### src/rtl/dcache_controller.sv
// dcache_controller
//   Control FSM for a write-back data cache with line-sized transfers to L2.
//   Hits complete in the same cycle they are presented. Misses optionally
//   write back a dirty victim, then allocate the new line word by word. The
//   held request is then re-evaluated and completes as a hit.
//
// Ports
//   clk, reset                  clock, synchronous active-high reset
//   pipe_req_valid/_type        pipeline request (0 LOAD, 1 STORE, 2 CLFLUSH, 3 reserved)
//   pipe_req_fulfilled          request completes this cycle
//   l2_req_valid/_type          word request to L2 (type 0 LOAD, 1 STORE)
//   l2_req_fulfilled            L2 finished the current word
//   counter_done                word counter at its last word
//   valid_block_match           selected line is valid and its tag matches
//   valid_dirty_bit             selected line is valid and dirty
//   datapath strobes            mode selects, metadata set/clear, write enable,
//                               L2 address load, word counter control
//   hit_count/miss_count        saturating statistics
//
// state     | meaning
// ----------+--------------------------------------------------------------
// IDLE      | evaluate the pipeline request against the selected line
// WRITEBACK | stream the dirty victim line to L2, one word per handshake
// ALLOCATE  | stream the requested line from L2 into the data array

module dcache_controller #(
  parameter int STAT_WIDTH = 32
) (
  input  logic                  clk,
  input  logic                  reset,
  input  logic                  pipe_req_valid,
  input  logic [1:0]            pipe_req_type,
  output logic                  pipe_req_fulfilled,
  output logic                  l2_req_valid,
  output logic                  l2_req_type,
  input  logic                  l2_req_fulfilled,
  input  logic                  counter_done,
  input  logic                  valid_block_match,
  input  logic                  valid_dirty_bit,
  output logic                  flush_mode,
  output logic                  load_mode,
  output logic                  clear_selected_dirty_bit,
  output logic                  set_selected_dirty_bit,
  output logic                  perform_write,
  output logic                  clear_selected_valid_bit,
  output logic                  finish_new_line_install,
  output logic                  set_new_l2_block_address,
  output logic                  use_dirty_tag_for_l2_block_address,
  output logic                  reset_counter,
  output logic                  decrement_counter,
  output logic [STAT_WIDTH-1:0] hit_count,
  output logic [STAT_WIDTH-1:0] miss_count
);

  localparam logic [1:0] REQ_LOAD    = 2'd0;
  localparam logic [1:0] REQ_STORE   = 2'd1;
  localparam logic [1:0] REQ_CLFLUSH = 2'd2;

  localparam logic L2_LOAD  = 1'b0;
  localparam logic L2_STORE = 1'b1;

  localparam logic [STAT_WIDTH-1:0] STAT_MAX = {STAT_WIDTH{1'b1}};
  localparam logic [STAT_WIDTH-1:0] STAT_ONE = {{(STAT_WIDTH-1){1'b0}}, 1'b1};

  typedef enum logic [1:0] {
    ST_IDLE      = 2'd0,
    ST_WRITEBACK = 2'd1,
    ST_ALLOCATE  = 2'd2
  } state_t;

  state_t                r_state;
  state_t                w_next_state;
  logic [STAT_WIDTH-1:0] r_hit_count;
  logic [STAT_WIDTH-1:0] r_miss_count;
  // Set when a line install finishes, so the re-evaluated request that then
  // hits in IDLE is not counted a second time as a hit.
  logic                  r_from_alloc;
  logic                  w_hit_inc;
  logic                  w_miss_inc;
  logic                  w_alloc_done;

  always_ff @(posedge clk) begin
    if (reset) begin
      r_state      <= ST_IDLE;
      r_hit_count  <= '0;
      r_miss_count <= '0;
      r_from_alloc <= 1'b0;
    end else begin
      r_state <= w_next_state;
      if (w_hit_inc && (r_hit_count != STAT_MAX))
        r_hit_count <= r_hit_count + STAT_ONE;
      if (w_miss_inc && (r_miss_count != STAT_MAX))
        r_miss_count <= r_miss_count + STAT_ONE;
      if (w_alloc_done)
        r_from_alloc <= 1'b1;
      else if (pipe_req_fulfilled)
        r_from_alloc <= 1'b0;
    end
  end

  always_comb begin
    w_next_state                       = r_state;
    w_hit_inc                          = 1'b0;
    w_miss_inc                         = 1'b0;
    w_alloc_done                       = 1'b0;
    pipe_req_fulfilled                 = 1'b0;
    l2_req_valid                       = 1'b0;
    l2_req_type                        = L2_LOAD;
    flush_mode                         = 1'b0;
    load_mode                          = 1'b0;
    clear_selected_dirty_bit           = 1'b0;
    set_selected_dirty_bit             = 1'b0;
    perform_write                      = 1'b0;
    clear_selected_valid_bit           = 1'b0;
    finish_new_line_install            = 1'b0;
    set_new_l2_block_address           = 1'b0;
    use_dirty_tag_for_l2_block_address = 1'b0;
    reset_counter                      = 1'b0;
    decrement_counter                  = 1'b0;

    // Outputs are held at zero for the whole reset cycle, whatever the state.
    if (!reset) begin
      unique case (r_state)
        ST_IDLE: begin
          if (pipe_req_valid) begin
            case (pipe_req_type)
              REQ_LOAD, REQ_STORE: begin
                if (valid_block_match) begin
                  pipe_req_fulfilled = 1'b1;
                  w_hit_inc          = !r_from_alloc;
                  if (pipe_req_type == REQ_STORE) begin
                    perform_write          = 1'b1;
                    set_selected_dirty_bit = 1'b1;
                  end
                end else begin
                  set_new_l2_block_address = 1'b1;
                  reset_counter            = 1'b1;
                  w_miss_inc               = 1'b1;
                  if (valid_dirty_bit) begin
                    use_dirty_tag_for_l2_block_address = 1'b1;
                    w_next_state                       = ST_WRITEBACK;
                  end else begin
                    clear_selected_valid_bit = 1'b1;
                    w_next_state             = ST_ALLOCATE;
                  end
                end
              end
              REQ_CLFLUSH: begin
                if (!valid_block_match) begin
                  pipe_req_fulfilled = 1'b1;
                end else if (!valid_dirty_bit) begin
                  clear_selected_valid_bit = 1'b1;
                  pipe_req_fulfilled       = 1'b1;
                end else begin
                  set_new_l2_block_address           = 1'b1;
                  use_dirty_tag_for_l2_block_address = 1'b1;
                  reset_counter                      = 1'b1;
                  w_next_state                       = ST_WRITEBACK;
                end
              end
              default: begin
                pipe_req_fulfilled = 1'b1;
              end
            endcase
          end
        end

        ST_WRITEBACK: begin
          flush_mode   = 1'b1;
          l2_req_valid = 1'b1;
          l2_req_type  = L2_STORE;
          if (l2_req_fulfilled) begin
            if (!counter_done) begin
              decrement_counter = 1'b1;
            end else begin
              clear_selected_dirty_bit = 1'b1;
              if (pipe_req_type == REQ_CLFLUSH) begin
                clear_selected_valid_bit = 1'b1;
                pipe_req_fulfilled       = 1'b1;
                w_next_state             = ST_IDLE;
              end else begin
                // Victim is out; point L2 at the requested line and refill.
                set_new_l2_block_address = 1'b1;
                reset_counter            = 1'b1;
                clear_selected_valid_bit = 1'b1;
                w_next_state             = ST_ALLOCATE;
              end
            end
          end
        end

        ST_ALLOCATE: begin
          load_mode    = 1'b1;
          l2_req_valid = 1'b1;
          l2_req_type  = L2_LOAD;
          if (l2_req_fulfilled) begin
            perform_write = 1'b1;
            if (!counter_done) begin
              decrement_counter = 1'b1;
            end else begin
              finish_new_line_install = 1'b1;
              w_alloc_done            = 1'b1;
              w_next_state            = ST_IDLE;
            end
          end
        end

        default: begin
          w_next_state = ST_IDLE;
        end
      endcase
    end
  end

  assign hit_count  = reset ? '0 : r_hit_count;
  assign miss_count = reset ? '0 : r_miss_count;

endmodule

### config.mk
export PLATFORM = sky130hd
export DESIGN_NAME = dcache_controller
export DESIGN_NICKNAME = d
export VERILOG_FILES = /design/src/rtl/dcache_controller.sv
export SDC_FILE = /design/constraint.sdc
export NUM_CORES = 1
export LEC_CHECK = 0
export CORE_MARGIN = 2
export CORE_UTILIZATION = 40
export DETAILED_ROUTE_END_ITERATION = 16
export GPL_TIMING_DRIVEN = 0
export HOLD_SLACK_MARGIN = 0.02
export PLACE_DENSITY = 0.69
export SLEW_MARGIN = 40
export SYNTH_ARGS = -nofsm -noshare
export SYNTH_HDL_FRONTEND = slang
export SYNTH_SLANG_ARGS = --single-unit
### constraint.sdc
create_clock -name clk -period 5.5 [get_ports clk]
set_input_delay 1.1 -clock clk [delete_from_list [all_inputs] [get_ports clk]]
set_output_delay 1.1 -clock clk [all_outputs]
set_load 0.05 [all_outputs]
==> run_results.csv <==
group,metric,value,unit
routing,postRouteAntennaNets,0,
clock_network,cts_setup_buffers,0,
routing,vias,4109,
timing,rsz0062_at_grt,"false",
grt,grt-ovfl-total,0,
critical_path,endpoint,"set_new_l2_block_address",
job,max-cap-violations,0,
grt,grt_use_total,21.48,%
grt,grt_pass1_wl,18980,um
timing,layout_min_cycle_time,5232,ps
timing,fmax,0.1911,GHz
status,status,"completed",
placement,dp_hpwl,8783,um
clock_network,clk_latency,350,ps
clock_network,clkSlewWorstSetupHoldPaths,70,ps
routing,vias_per_cell,5.636,
routing,initialDrtViolationCount,297,
logic_synthesis,synth_cell_types,55,
critical_path,reg2reg_slack,2950,ps
finish,layout_commonest_cell,"clkdlybuf4s50_1",
clock_network,cts_max_level,3,
timing,fin_crit_sh,95.12,%
routing,dr.pass1.iters,5,
grt,grt_max_degree,11,
timing,relSlewSlack,52.77,%
timing,slew_violations,0,
logic_synthesis,synthCells,495,
logic_synthesis,synth_top_area_cell,"dfxtp_1",
logic_synthesis,synth_edf_count,0,
finish,drive_gt1_share,6.879,%
logic_synthesis,ys_async_sr_fraction,0,%
critical_path,critPathRequiredTime,4400,ps
logic_synthesis,synthFlopType,"dfxtp_1",
worst_hold_path,hold_class,"reg2reg",
grt,grt_util_met3,3.383,%
clock_network,cts_tree,"yes",
logic_synthesis,yosysSeqAreaShare,33.26,%
placement,port_buffers,86,
routing,route.detailed.drc,0,
timing,hold_viol_final,0,
finish,nFillCells,935,
grt,gr-usage-met1,29.33,%
floorplan,die_w,104.4,um
clock_network,clk_path_buf_depth,2,
logic_synthesis,synthTopCellsByArea,"dfxtp_1 33%, mux2_1 8.9%, nor2b_1 8.5%",
floorplan,dieArea,0.01090,mm^2
timing,setup_viol,0,
critical_path,criticalPathCategory,"in2out",
critical_path,r2r-end,"r_miss_count[9]",
critical_path,crit_start,"reset",
timing,tightest_slew,708.4,ps
routing,avgRoutedWirePerCell,16.33,um
routing,wirelength,11910,um
grt,grt.busiest_layer,"met2",
critical_path,cp.arrival,4130,ps
logic_synthesis,avgSynthCellArea,8.147,um^2
placement,place.gp.congestion,0.9105,
critical_path,crit_fanout,10,
timing,skew,8.831,ps
placement,dp.cells,714,
logic_synthesis,syn-cell-area,0.004033,mm^2
finish,n_antenna_cell,0,
logic_synthesis,synth.ff_latch_count,67,
finish,final_cell_mix,"86 x clkdlybuf4s50_1, 67 x nor2_1, 67 x dfxtp_1",
floorplan,rows,36,
clock_network,cts_root_buf,"clkbuf_8",
critical_path,critPathLaunchType,"input port",
floorplan,initial_core_util,41.26,%
critical_path,cp-end-kind,"output pin",
logic_synthesis,yosys_warnings,0,
clock_network,cts_buffers,9,
logic_synthesis,yosysTopAreaCellShare,33.26,%
finish,area_delta_synth_final,30.34,%
power,peakVddDrop,128.7,uV
grt,antenna_found_initial,0,
floorplan,ioPinCount,87,
floorplan,core_area,0.009774,mm^2
floorplan,fp.dieH,104.4,um
finish,register_area,0.001341,mm^2
power,power_density,204.9,mW/mm^2
critical_path,rr_startpoint,"r_miss_count[0]",
critical_path,reg2regPathDepth,6,
finish,fin_cells,729,
grt,grt_pass1_vias,3727,
finish,fin_nets,606,
finish,final_util,53.78,%
finish,multiInputGateArea,0.002529,mm^2
logic_synthesis,syn-num-nets,509,
clock_network,clock_sinks,67,
power,p_leak,1.911,nW
timing,fin_hold_ws,489.8,ps
grt,use_met2,33.66,%
[per-layer routing]
metal	share of wire [%]	wire, um	up-vias
li1	-	-	1976
met1	47	5585	1941
met2	46	5419	171
met3	5.6	662	21
met4	2.0	239	0
met5	0	0	-
[kinds of logic after synthesis]
family / share of synthesized area [%]
simple gates: 40.58
flops: 33.26
compound gates: 8.254
buf+inv: 4.034
mux: 10.58
xor+xnor: 1.737
fa+ha+maj: 1.551
[worst max-delay path, cell delays in order]
cell and delay (ps):
clkdlybuf4s50_1 530, clkbuf_1 440, clkbuf_2 350, buf_1 400
clkbuf_2 360, nor2_1 110, buf_4 140, clkdlybuf4s50_1 690
[area by class of cell]
class	count	area share, %
Buffer	19	1.642
Clock inverter	2	0.6665
Inverter	21	1.500
Clock buffer	13	3.023
Sequential cell	67	25.52
Multi-Input combinational cell	388	48.11
Tap cell	133	3.166
Timing Repair Buffer	86	16.38
[what timing repair did]
| item | CTS | global route |
|---|---|---|
| endpoints found under the setup margin | 1 | 1 |
| hold buffers | 0 | 0 |
| cloned | 0 | 0 |
| resized for setup | 1 | 2 |
[power breakdown]
part	total, mW	switching (mW)	internal [mW]
clock network	0.416	0.185	0.232
registers	0.494	0.00406	0.490
logic	0.166	0.109	0.0575
[flip-flops by register name (all words and copies together), names as in the netlist]
register	count
r_hit_count	32
r_miss_count	32
r_state	2
r_from_alloc	1
[cell usage after synthesis (5+ instances only)]
library cell   n
dfxtp_1       67
nor2_1        67
nor2b_1       55
mux2_1        32
nand2_1       32
nand3_1       28
inv_1         21
nand4_1       19
nor3_1        17
o21ai_0       16
clkbuf_1      13
a21oi_1       11
and4_1        11
or4_1         11
and3_1         7
and2_1         6
ha_1           5
mux2_2         5
nand3b_1       5
nor4_1         5
or3_1          5
[stage by stage]
| stage | instance area [um^2] | worst slack (ps) | setup TNS, ps | total power [mW] |
|---|---|---|---|---|
| final | 5256 | 268.5 | 0 | 1.077 |
| after global placement | 5060 | -125.7 | -139.6 | 0.6688 |
| after detailed placement | 5060 | -124.8 | -133.0 | 0.6715 |
| after floorplan | 4033 | 1477 | 0 | 0.6168 |
| after CTS | 5255 | 110.2 | 0 | 1.083 |
| after global routing | 5256 | 90.78 | 0 | 1.114 |
[how the worst min path moves through the flow]
stage	startpoint	to	slack (ps)	cells past startpoint
global route	r_from_alloc	r_from_alloc	520	1
global placement	r_from_alloc	r_from_alloc	470	1
finish	r_from_alloc	r_from_alloc	490	1
CTS	r_from_alloc	r_from_alloc	490	1
detailed placement	r_from_alloc	r_from_alloc	480	1
floorplan	r_from_alloc	r_from_alloc	460	1
No activity file was read; power rests on OpenSTA's default activity.
==> patch 1 (same settings) <==
Set the parameter `STAT_WIDTH` to 24 (it was 32).
--- a/src/rtl/dcache_controller.sv
+++ b/src/rtl/dcache_controller.sv
@@ -26,3 +26,3 @@
 module dcache_controller #(
-  parameter int STAT_WIDTH = 32
+  parameter int STAT_WIDTH = 24
 ) (
Interface: changed (resized hit_count and miss_count); port bits go from 87 to 71. No check against the original RTL was run, so the function may have changed too.
==> patch 1 against the original RTL <==
  * Critical path depth down 1
  * Routed wire length down 33%
  * Total power down 27%
  * Maximum frequency up 4.7%
  * Clock power down 38%
  * Area after synthesis down 24%
  * Clock skew up 0.0020 ns
  * Final cell count down 25%
  * Worst hold slack better by 0.012 ns
  * Count of clock-buffer cells in the layout down 7
  * Sequential cell count down 16
  * Cell area down 24%
  * Worst setup slack better by 0.23 ns
  * Via count down 28%
  * Critical endpoint unchanged
==> patch 1: results <==
[outcome]
outcome = "completed"

[final_layout]
diodes = 0
layout-drive-gt1-share_pct = 10.2
fin_nets = 463
largestRegisters = "r_hit_count: 24 flops, r_miss_count: 24 flops, r_state: 2 flops"
finalNonFillerCells = 548

[power_and_ir_drop]
p_leak_nw = 1.38
p_per_area_nw_per_um2 = 197
pwr-share-seq_pct = 48.1
p_clk_w = 0.000260
irDropWorstVdd_mv = 0.133
p_sw_w = 0.000226

[synth]
yosysWarningCount = 0
yosysUniqueCellTypes = 51
synth_cells = 373
synth_compound_gate_area_share_pct = 7.49
synth_nets = 387
netlist_top_cells_count = "56 x nor2_1, 51 x dfxtp_1, 45 x nor2b_1, 22 x nand2_1, 19 x xnor2_1"
synth_xor_area_share_pct = 5.41
synth.area.top_cells = "dfxtp_1 33%, nor2b_1 9.2%, nor2_1 6.8%, mux2_2 6.2%, xnor2_1 5.4%"
muxShareOfSynthArea_pct = 7.77
async_reset_ff_share_pct = 0
synthAdderAreaFrac_pct = 2.04
synth_ff_type = "dfxtp_1"
synth.yosys.seq_area_share_pct = 33.2

[critical_path]
crit_family = "buffers and inverters"
cp_max_fo = 19
critPathMaxStageDelay_ns = 0.69
cp.arrival_ns = 3.90
crit_slowest_cell = "clkdlybuf4s50_1"

[drt]
firstDrtPassIters = 5
wl_per_cell_um = 14.6
drtIter0Drc = 149
vias = 2952

[clock_network]
clkLatencyLatePin_ns = 0.31
cts_root_buf = "clkbuf_8"
cts_buffer_depth = 2
cts.clk_slew.worst_paths_ns = 0.08
h-tree-depth = 2
numCtsBuffers = 5

[placed_design]
gp_congestion = 0.827
dp_cells = 542
port-buffer-count = 70
place_hpwl_um = 6060

[worst_hold_path]
hold_path.class = "reg -> reg"

[grt]
grt_pass1_wl_um = 13600
antenna_found_initial = 0
grt_pass1_vias = 2835
grt_usage_pct = 20.0
grt_max_degree = 15

[sta]
worst_slew_pin_slew_ns = 0.620
fin_skew_ns = 0.0109
patch 1: cell types whose count changed in the layout (fill, tap and decap cells not counted), sizes merged, moves of 12 or more:
cell,change
clkbuf,-13
mux2,-17
clkdlybuf4s50,-16
nand3,-12
dfxtp,-16
nor2,-12
o21ai,-12
xnor2,+15
patch 1: metrics by stage:
stage          instance area [um2]  setup WS (ns)
5_1_grt                       4000          0.285
4_1_cts                       4000          0.118
6_report                      4000          0.502
3_5_place_dp                  3900         -0.272
2_1_floorplan                 3070           1.46
3_3_place_gp                  3900         -0.247
patch 1: cells by family after synthesis:
logic type      after synthesis
simple gates                209
flops                        51
mux                          21
compound gates               35
xor+xnor                     19
fa+ha+maj                     5
buf+inv                      33
patch 1: layout make-up:
| type | instances | area [um2] |
|---|---|---|
| Multi-Input combinational cell | 289 | 1910 |
| Fill cell | 701 | 3330 |
| Tap cell | 99 | 124 |
| Clock buffer | 6 | 72.6 |
| Clock inverter | 1 | 30.0 |
| Buffer | 18 | 92.6 |
| Timing Repair Buffer | 70 | 701 |
| Sequential cell | 51 | 1020 |
| Inverter | 14 | 52.6 |
patch 1: final timing paths:
check,depth (start not counted),start,slack [ns],end
setup / recovery,7,reset,0.50,set_new_l2_block_address
hold / removal,2,r_from_alloc,0.50,r_from_alloc
setup reg to reg,8,r_state[0],3.04,r_miss_count[11]
hold reg to reg,2,r_from_alloc,0.50,r_from_alloc
patch 1: layer usage:
metal	vias up	track usage (%)	part of all wire, %
met5	-	0	0
met4	0	5.05	1.3
met3	10	3.12	4.2
met2	74	34.4	49
met1	1415	26.2	45
li1	1453	-	-
patch 1: repair_timing:
action,4_1_cts,5_1_grt
setup buffers,0,0
gates cloned,0,0
endpoints found under the setup margin,7,1
hold endpoints to repair,0,0
gates resized for setup,2,0
==> patch 2 (same flow settings) <==
Made on the original files. Put a register stage on the output `miss_count`. The value now appears one clock later. The other outputs are not delayed to match.
--- a/src/rtl/dcache_controller.sv
+++ b/src/rtl/dcache_controller.sv
@@ -215,3 +215,5 @@
   assign hit_count  = reset ? '0 : r_hit_count;
-  assign miss_count = reset ? '0 : r_miss_count;
+  always_ff @(posedge clk) begin
+    miss_count <= reset ? '0 : r_miss_count;
+  end
 
Check against the original RTL: not equivalent (a bounded check fails within 4 cycles, from zero or initial values and one cycle with reset high).
==> patch 2 against the original RTL <==
  * Cell area grew 13%
  * Combinational power is essentially flat
  * Area after synthesis grew 14%
  * Final cell count grew 6.6%
  * Sequential cell count grew 32
  * Count of clock-buffer cells in the layout shrank 3
  * Worst hold slack lost 0.011 ns
  * Maximum frequency shrank 0.25%
  * Routed wire length grew 2.5%
  * Via count grew 3.7%
  * Total power grew 46%
  * Worst setup slack lost 0.013 ns
  * Critical path type unchanged
  * Highest routed layer unchanged
==> patch 2: results <==
[outcome]
outcome = "completed"

[sta]
worst_slew_pin_slew_ns = 0.749
fmax_ghz = 0.191
fin_skew_ns = 0.00659
maxSlewViolCount = 0

[synth]
synth.area.top_cells = "dfxtp_1 43%, mux2_2 8.4%, nor2b_1 8.1%, nor2_1 5.4%, nand2_1 2.9%"
synth_nets = 547
yosysWarningCount = 0
yosysUniqueCellTypes = 47
synth_compound_gate_area_share_pct = 7.13
synth_xor_area_share_pct = 0.956
netlist_top_cells_count = "99 x dfxtp_1, 66 x nor2_1, 59 x nor2b_1, 35 x nand2_1, 34 x mux2_2"
synth.yosys.seq_area_share_pct = 43.3
synth_cells = 533
muxShareOfSynthArea_pct = 8.80
synthAdderAreaFrac_pct = 1.37

[critical_path]
worstSetupStartpoint = "reset"
cp.arrival_ns = 4.14
reg2reg_slack_ns = 2.51
crit_end = "clear_selected_valid_bit"
rr_startpoint = "r_state[0]"
timing.rr.end = "r_miss_count[30]"
ff2ff_path_depth = 8
cp_max_fo = 10

[placed_design]
dp_slack_ns = -0.290
place_area_um2 = 5630
gp_congestion = 0.870
dp_cells = 762
place_hpwl_um = 8890

[drt]
vias = 4260
drtIter0Drc = 262
met3RoutedLength_um = 650
wl_met1_um = 5710
firstDrtPassIters = 5
route.met2.wl_um = 5570
wl_per_cell_um = 15.7
postRouteWirelength_um = 12200

[grt]
grt_usage_pct = 19.6
antenna_found_initial = 0
gr-usage-met3_pct = 3.77
use_met2_pct = 30.9
grt_max_degree = 20
grt_pass1_vias = 3992
grt_pass1_wl_um = 19600
use_met1_pct = 26.4

[clock_network]
post_cts_resized = 1
cts_root_buf = "clkbuf_16"
cts_buffer_depth = 2
postCtsSetupBuffers = 0
h-tree-depth = 3
clkLatencyLatePin_ns = 0.35
numCtsBuffers = 9

[final_layout]
largestRegisters = "miss_count: 32 flops, r_hit_count: 32 flops, r_miss_count: 32 flops"
diodes = 0
fillCellCount = 1041
layout-drive-gt1-share_pct = 10.1
fin_nets = 643

[power_and_ir_drop]
p_leak_nw = 2.10
irDropWorstVdd_mv = 0.156
patch 2: power breakdown:
part	internal [W]	total (W)	leakage, nW	switching, W
clock network	0.000399	0.000676	0.153	0.000276
logic	0.0000566	0.000166	1.15	0.000109
registers	0.000722	0.000726	0.797	0.00000403
total	0.00118	0.00157	2.10	0.000389
patch 2: cell type report:
class / instances / area, um2 / area share, %
Inverter: 16 / 60.1 / 1.01
Timing Repair Buffer: 86 / 861 / 14.5
Buffer: 22 / 95.1 / 1.60
Clock inverter: 6 / 90.1 / 1.52
Clock buffer: 10 / 229 / 3.85
Tap cell: 143 / 179 / 3.01
Sequential cell: 99 / 1980 / 33.4
Multi-Input combinational cell: 395 / 2450 / 41.2
patch 2: kinds of logic (layout without fill, tap and decap cells):
kind of cell	after synthesis	count (layout)
AO/OA/AOI/OAI	53	53
buffers and inverters	39	140
XOR/XNOR	5	5
multiplexers	36	36
adder cells (fa/ha/maj)	5	5
flip-flops	99	99
AND/OR/NAND/NOR	296	296
patch 2: worst max-delay path, stage by stage:
cell and delay, ns:
clkdlybuf4s50_1 0.61, clkbuf_1 0.45, clkbuf_1 0.44, clkbuf_1 0.56, o32ai_1 0.22, clkdlybuf4s50_1 0.75
patch 2: worst min path at each step:
| stage | slack [ns] | cells past startpoint | from | to |
|---|---|---|---|---|
| final | 0.48 | 2 | r_miss_count[9] | miss_count[9] |
| after global routing | 0.51 | 2 | r_miss_count[9] | miss_count[9] |
| after CTS | 0.48 | 2 | r_miss_count[9] | miss_count[9] |
| after detailed placement | 0.47 | 2 | r_miss_count[9] | miss_count[9] |
| after global placement | 0.47 | 1 | r_from_alloc | r_from_alloc |
| after floorplan | 0.45 | 2 | r_miss_count[9] | miss_count[9] |
